**config.mk**
```make
export PLATFORM = sky130hd
export DESIGN_NAME = ro_sweep_controller
export DESIGN_NICKNAME = d
export VERILOG_FILES = /design/src/rtl/ro_sweep_controller.sv
export SDC_FILE = /design/constraint.sdc
export NUM_CORES = 1
export LEC_CHECK = 0
export ABC_AREA = 1
export CAP_MARGIN = 20
export CELL_PAD_IN_SITES_DETAIL_PLACEMENT = 1
export CELL_PAD_IN_SITES_GLOBAL_PLACEMENT = 2
export CORE_ASPECT_RATIO = 1.2
export CORE_MARGIN = 2
export CORE_UTILIZATION = 33
export DETAILED_ROUTE_END_ITERATION = 10
export PLACE_DENSITY_LB_ADDON = 0.15
export SYNTH_ARGS = -nofsm -noshare
export SYNTH_HDL_FRONTEND = slang
export SYNTH_SLANG_ARGS = --single-unit
```
**constraint.sdc**
```tcl
create_clock -name wb_clk_i -period 3.4 [get_ports wb_clk_i]
set_clock_uncertainty 0.05 [all_clocks]
set_input_delay 0.68 -clock wb_clk_i [delete_from_list [all_inputs] [get_ports wb_clk_i]]
set_output_delay 0.68 -clock wb_clk_i [all_outputs]
set_load 0.02 [all_outputs]
```
**src/rtl/ro_sweep_controller.sv**
```systemverilog
// Ring-oscillator sweep controller: selects a channel, waits a settle window, counts synchronized
// rising edges of the muxed oscillator over a gate, and returns results on a valid/ready handshake.
module ro_sweep_controller #(
  parameter int unsigned NUM_CH        = 16,
  parameter int unsigned SEL_W         = 4,
  parameter int unsigned GATE_W        = 16,
  parameter int unsigned CNT_W         = 20,
  parameter int unsigned SETTLE_CYCLES = 8
) (
  input  logic              wb_clk_i,
  input  logic              wb_rst_i,
  input  logic              cmd_go,
  input  logic              cmd_sweep,
  input  logic [SEL_W-1:0]  cmd_ch,
  input  logic [GATE_W-1:0] cmd_gate,
  input  logic              ro_in,
  output logic [SEL_W-1:0]  ro_sel,
  output logic              ro_start,
  output logic              busy,
  output logic              res_valid,
  input  logic              res_ready,
  output logic [SEL_W-1:0]  res_ch,
  output logic [CNT_W-1:0]  res_count,
  output logic              res_ovf,
  output logic              sweep_done
);

  localparam int unsigned SetW = $clog2(SETTLE_CYCLES + 1);
  localparam logic [SetW-1:0]  SettleLoad = SetW'(SETTLE_CYCLES - 1);
  localparam logic [CNT_W-1:0] CntMax     = '1;
  localparam logic [SEL_W-1:0] LastCh     = SEL_W'(NUM_CH - 1);

  typedef enum logic [1:0] {StIdle, StSettle, StGate, StHold} state_e;

  state_e            state_q, state_d;
  logic              sync1_q, sync2_q, ro_prev_q;
  logic              sweep_q, sweep_d;
  logic [GATE_W-1:0] gate_q, gate_d;
  logic [SEL_W-1:0]  ch_q, ch_d;
  logic [SetW-1:0]   settle_q, settle_d;
  logic [GATE_W-1:0] gate_cnt_q, gate_cnt_d;
  logic [CNT_W-1:0]  cnt_q, cnt_d;
  logic              ovf_q, ovf_d;
  logic              start_q, start_d;
  logic              busy_q, busy_d;
  logic              valid_q, valid_d;
  logic              done_q, done_d;
  logic              rise;

  assign rise = sync2_q & ~ro_prev_q;

  always_ff @(posedge wb_clk_i or posedge wb_rst_i) begin
    if (wb_rst_i) begin
      state_q    <= StIdle;
      sync1_q    <= 1'b0;
      sync2_q    <= 1'b0;
      ro_prev_q  <= 1'b0;
      sweep_q    <= 1'b0;
      gate_q     <= '0;
      ch_q       <= '0;
      settle_q   <= '0;
      gate_cnt_q <= '0;
      cnt_q      <= '0;
      ovf_q      <= 1'b0;
      start_q    <= 1'b0;
      busy_q     <= 1'b0;
      valid_q    <= 1'b0;
      done_q     <= 1'b0;
    end else begin
      state_q    <= state_d;
      sync1_q    <= ro_in;
      sync2_q    <= sync1_q;
      ro_prev_q  <= sync2_q;
      sweep_q    <= sweep_d;
      gate_q     <= gate_d;
      ch_q       <= ch_d;
      settle_q   <= settle_d;
      gate_cnt_q <= gate_cnt_d;
      cnt_q      <= cnt_d;
      ovf_q      <= ovf_d;
      start_q    <= start_d;
      busy_q     <= busy_d;
      valid_q    <= valid_d;
      done_q     <= done_d;
    end
  end

  always_comb begin
    state_d    = state_q;
    sweep_d    = sweep_q;
    gate_d     = gate_q;
    ch_d       = ch_q;
    settle_d   = settle_q;
    gate_cnt_d = gate_cnt_q;
    cnt_d      = cnt_q;
    ovf_d      = ovf_q;
    start_d    = start_q;
    busy_d     = busy_q;
    valid_d    = valid_q;
    done_d     = 1'b0;
    unique case (state_q)
      StIdle: begin
        if (cmd_go) begin
          sweep_d  = cmd_sweep;
          gate_d   = cmd_gate;
          ch_d     = cmd_sweep ? '0 : cmd_ch;
          busy_d   = 1'b1;
          start_d  = 1'b1;
          settle_d = SettleLoad;
          state_d  = StSettle;
        end
      end
      StSettle: begin
        if (settle_q == '0) begin
          cnt_d      = '0;
          ovf_d      = 1'b0;
          // A zero gate behaves as a one-cycle gate
          gate_cnt_d = (gate_q == '0) ? '0 : gate_q - 1'b1;
          state_d    = StGate;
        end else begin
          settle_d = settle_q - 1'b1;
        end
      end
      StGate: begin
        if (rise) begin
          if (cnt_q == CntMax) ovf_d = 1'b1;
          else                 cnt_d = cnt_q + 1'b1;
        end
        if (gate_cnt_q == '0) begin
          valid_d = 1'b1;
          start_d = 1'b0;
          state_d = StHold;
        end else begin
          gate_cnt_d = gate_cnt_q - 1'b1;
        end
      end
      StHold: begin
        if (res_ready) begin
          valid_d = 1'b0;
          if (!sweep_q || ch_q == LastCh) begin
            done_d  = 1'b1;
            busy_d  = 1'b0;
            state_d = StIdle;
          end else begin
            ch_d     = ch_q + 1'b1;
            start_d  = 1'b1;
            settle_d = SettleLoad;
            state_d  = StSettle;
          end
        end
      end
      default: state_d = StIdle;
    endcase
  end

  // ch_q only moves at command accept or HOLD exit, so it serves as both mux select and result tag
  assign ro_sel     = ch_q;
  assign res_ch     = ch_q;
  assign res_count  = cnt_q;
  assign res_ovf    = ovf_q;
  assign ro_start   = start_q;
  assign busy       = busy_q;
  assign res_valid  = valid_q;
  assign sweep_done = done_q;

endmodule

```
Word-level counts from Yosys, hierarchy flattened
Index checks and enable logic that the tools add are counted.
{"block": "totals", "ff_bits": 71, "output_inout_bits": 33}
{"block": "classes", "add_sub_neg": 5, "muxes": 42, "eq_ne": 16, "n_reduce_logical": 21, "bitwise_logic": 2}
{"op": "two-way mux 20 bit", "count": 3}
{"op": "two-way mux 16 bit", "count": 3}
{"op": "one-hot mux 20 bit (2 select lines)", "count": 1}
{"op": "logical NOT 16 bit", "count": 2}
{"op": "two-way mux 4 bit", "count": 8}
{"op": "one-hot mux 16 bit (2 select lines)", "count": 1}
{"op": "subtractor 16 x 1 -> 16 bit, second input constant", "count": 2}
{"op": "inequality test 2 bit, second input constant", "count": 11}
{"op": "adder 20 x 1 -> 20 bit, second input constant", "count": 1}
{"op": "== test 20 bit, second input constant", "count": 1}
{"op": "AND reduction 4 bit", "count": 5}
{"op": "two-way mux 1 bit", "count": 15}
{"op": "one-hot mux 4 bit (3 select lines)", "count": 1}
{"op": "AND reduction 5 bit", "count": 2}
{"op": "two-way mux 2 bit", "count": 4}
{"op": "one-hot mux 2 bit (4 select lines)", "count": 1}
{"op": "one-hot mux 4 bit (2 select lines)", "count": 1}
{"op": "one-hot mux 1 bit (2 select lines)", "count": 3}
{"op": "AND reduction 3 bit", "count": 2}
{"op": "nonzero test 2 bit", "count": 3}
{"op": "nonzero test 3 bit", "count": 2}
{"op": "adder 4 x 1 -> 4 bit, second input constant", "count": 1}
{"op": "== test 2 bit, second input constant", "count": 2}
{"op": "== test 4 bit, second input constant", "count": 1}
{"op": "other kinds (10)", "count": 10}

Logic depth before layout (Yosys ltp)
{"block": "depth", "ltp_word": 5, "mapped_depth": 11}

Least setup slack after synthesis
No wires, ideal clock.
{"block": "synth_timing", "path_type": "register -> register", "startpoint": "reg cnt_q[0] (netlist: res_count[0])", "endpoint": "reg cnt_q[2] (netlist: res_count[2])", "path_stages_with_launch": 10, "synth_period_minus_slack_ns": 1.879, "required_ns": 3.231, "arrival_time_ns": 1.710, "setup_ns": 0.119, "path_slack_ns": 1.521, "cell_sequence": "dfrtp_1 ha_1 nand3_2 inv_2 nand2_2 nor2_2 nand3_2 o21ai_4 buf_6 o21ai_2"}
{"block": "synth_via", "elab_chain_len": 4}
{"element": "start: declaration", "line_no": "42", "source": "logic [CNT_W-1:0] cnt_q, cnt_d;"}
{"element": "start signal: assignment", "line_no": "79", "source": "cnt_q <= cnt_d;"}
{"element": "adder 20 x 1 -> 20 bit", "line_no": "127", "source": "else cnt_d = cnt_q + 1'b1;"}
{"element": "two-way mux 20 bit", "line_no": "126", "source": "if (cnt_q == CntMax) ovf_d = 1'b1;"}
{"element": "two-way mux 20 bit", "line_no": "125", "source": "if (rise) begin"}
{"element": "one-hot mux 20 bit (2 select lines)", "line_no": "101", "source": "unique case (state_q)"}
Several ways; a longest one is shown, not always the timed one. The select of a mux whose other input is x is not followed.
A chain may end at the register's enable or synchronous reset.

Worst setup path in the final report
{"block": "layout_timing", "startpoint": "reg cnt_q[0] (netlist: res_count[0])", "endpoint": "reg cnt_q[16] (netlist: res_count[16])"}
The elaborated chain is that of the path after synthesis.

==> metrics.cfg <==
[sta]
setup_viol = 0
hold_viol = 0
tightest_slew_ps = 635
maxSlewViolCount = 0
fmax_mhz = 444
slew_headroom_pct = 57.6
fin_crit_sh_pct = 66.2
rsz0062_at_grt = false
holdWs_ps = 307
final.setup.tns_ps = 0
min_period_ps = 2250

[final_layout]
area_growth_pct = 22.6
antenna_cells = 0
filler_cell_count = 1688
drive_above_1_share_pct = 6.97
fin_nets = 735

[clock_tree]
path_clk_slew_ps = 60
cts_tree = yes
clk_path_buf_depth = 2
clkLatencyLatePin_ps = 330
numCtsBuffers = 9
cts_resized = 0
post_cts_buffers = 0
cts_root_buffer = clkbuf_16
cts.sinks = 71
h-tree-depth = 3
cts_hold_buf = 0

[setup_path]
worstPathArrival_ps = 2400
critical_path_class = flop to flop
cp.required_ps = 3550
worst-path-max-fanout = 31
startpoint_type = flop
crit_path_end_kind = flop

[detailed_routing]
wl_per_cell_um = 14.7
viasPerCell = 4.86
drc = 0
vias = 4237
dr.pass1.iters = 4
postRouteAntennaNets = 0
drt_iter0_drc = 162
routed_wl_um = 12800

[worst_hold_path]
hold_class = flop to flop

[die]
rows = 46
die-area_um2 = 14500
core_area_um2 = 13200
die_w_um = 110
ios = 59
initial_core_util_pct = 33.9
fp.dieH_um = 132

[yosys]
synth-main-ff-cell = dfrtp_1
synth_edf_count = 0
syn_inst = 645
ys_seq_area_share_pct = 39.6
synth_cell_types = 33
ys_ff_latch = 71
ys.warnings.count = 0
async_flop_share_pct = 100
syn_nets = 682
syn-cell-area_um2 = 4480
synth_area_per_cell_um2 = 6.95

[placed_design]
gp_congestion = 0.801
dpl.hpwl_um = 9650
portBuffers = 58

[global_route]
grt_max_degree = 46
grt_pass1_vias = 4401
gr-total-overflow = 0
grt_usage_pct = 17.9
grt_pass1_wl_um = 21300
antenna_found_initial = 0

[power]
leakagePower_uw = 0.00255
power_density_nw_per_um2 = 839
peakVddDrop_mv = 0.372
total_power_uw = 4610

[job]
cap_violations = 0

[run_status]
status = complete, no violations

-- worst paths after layout --
| kind | start | end | slack [ps] | cells past startpoint |
|---|---|---|---|---|
| max | res_count[0]$_DFFE_PP0P_ | res_count[16]$_DFFE_PP0P_ | 1150 | 9 |
| min | sync1_q$_DFF_PP0_ | sync2_q$_DFF_PP0_ | 310 | 0 |
| max reg2reg | res_count[0]$_DFFE_PP0P_ | res_count[16]$_DFFE_PP0P_ | 1150 | 9 |
| min reg2reg | sync1_q$_DFF_PP0_ | sync2_q$_DFF_PP0_ | 310 | 0 |
| max in group asynchronous | wb_rst_i | gate_q[14]$_DFFE_PP0P_ | 1910 | 3 |
| min in group asynchronous | wb_rst_i | res_count[13]$_DFFE_PP0P_ | 700 | 2 |
-- power breakdown --
part	switching [µW]	internal, µW
Combinational	1480	765
Sequential	276	1120
Clock	380	584
Total	2140	2470
-- registers in the layout, indices dropped and copies added, names as in the netlist, 2 cells and up --
| register | cells |
|---|---|
| gate_cnt_q | 16 |
| res_ch | 4 |
| state_q | 2 |
| res_count | 20 |
| gate_q | 16 |
| settle_q | 4 |
-- metrics by stage --
stage	instances	worst slack, ps	instance area, µm²	utilization (%)
after detailed placement	855	873	5190	39.2
after CTS	871	1120	5490	41.5
final	871	1150	5490	41.5
after global routing	871	921	5490	41.5
after floorplan	645	873	4480	-
after global placement	855	1010	5190	39.2
-- cells in the mapped netlist (2+ instances only) --
library cell	n	area (µm²)
a21oi_1	12	60.1
a31oi_1	3	18.8
buf_2	7	35.0
buf_4	4	30.0
buf_6	3	33.8
clkbuf_1	6	22.5
dfrtp_1	71	1780
ha_1	11	138
inv_1	54	203
inv_2	2	7.51
nand2_1	226	848
nand2_2	4	25.0
nand3_1	44	220
nand3_2	2	20.0
nand3b_1	4	30.0
nand4_1	8	50.1
nor2_1	95	357
nor2_2	4	25.0
nor3_1	3	15.0
o21a_1	2	15.0
o21ai_0	33	165
o21ai_1	3	15.0
o21ai_2	10	87.6
o31ai_1	2	15.0
or2_2	4	25.0
xnor2_1	6	52.6
xor2_1	16	140
-- worst max-delay path, stage by stage, from the launching register on --
cell	delay [ps]
dfrtp_1	510
ha_1	320
nand3_2	150
inv_2	90
nand2_2	100
nor2_2	100
nand3_2	120
o21ai_4	140
buf_4	380
o21ai_1	140
-- routing by layer --
metal  up-vias  global-route usage, %  wire length, µm
met5         -                      0                0
met4         0                   5.14              183
met3        15                   2.72              309
met2        58                   35.0             6890
met1      2028                   19.8             5410
li1       2136                      -                -
-- final cells by class --
type                            instances  area, µm²  area share, %
Timing Repair Buffer                   62        623           11.3
Clock inverter                          6       60.1           1.09
Tap cell                              168        210           3.83
Inverter                               57        214           3.89
Sequential cell                        71       1780           32.3
Multi-Input combinational cell        497       2370           43.2
Clock buffer                           10        239           4.35
-- logic make-up (layout without fill, tap and decap cells) --
family / after synthesis / in the layout / synth area share [%]
adders and majority gates: 11 / 11 / 3.07
AOI/OAI and AO/OA: 68 / 68 / 9.10
DFF: 71 / 71 / 39.6
buffers and inverters: 77 / 135 / 7.48
xor gates and xnor gates: 22 / 22 / 4.30
and+or+nand+nor: 396 / 396 / 36.4
-- layout by cell type, fill, tap and decap left out, types with 3 or more instances in the layout --
cell type        netlist  layout
a21oi_1               12      12
a31oi_1                3       3
buf_4                  4       3
clkbuf_16              0       9
clkdlybuf4s50_1        0      58
clkinv_2               0       3
dfrtp_1               71      71
ha_1                  11      11
inv_1                 54      53
inv_2                  2       3
nand2_1              226     226
nand2_2                4       4
nand3_1               44      44
nand3b_1               4       4
nand4_1                8       8
nor2_1                95      95
nor2_2                 4       4
nor3_1                 3       3
o21ai_0               33      33
o21ai_1                3       3
o21ai_2               10      10
or2_2                  4       4
xnor2_1                6       6
xor2_1                16      16
Power figures use the tool's default switching activity.
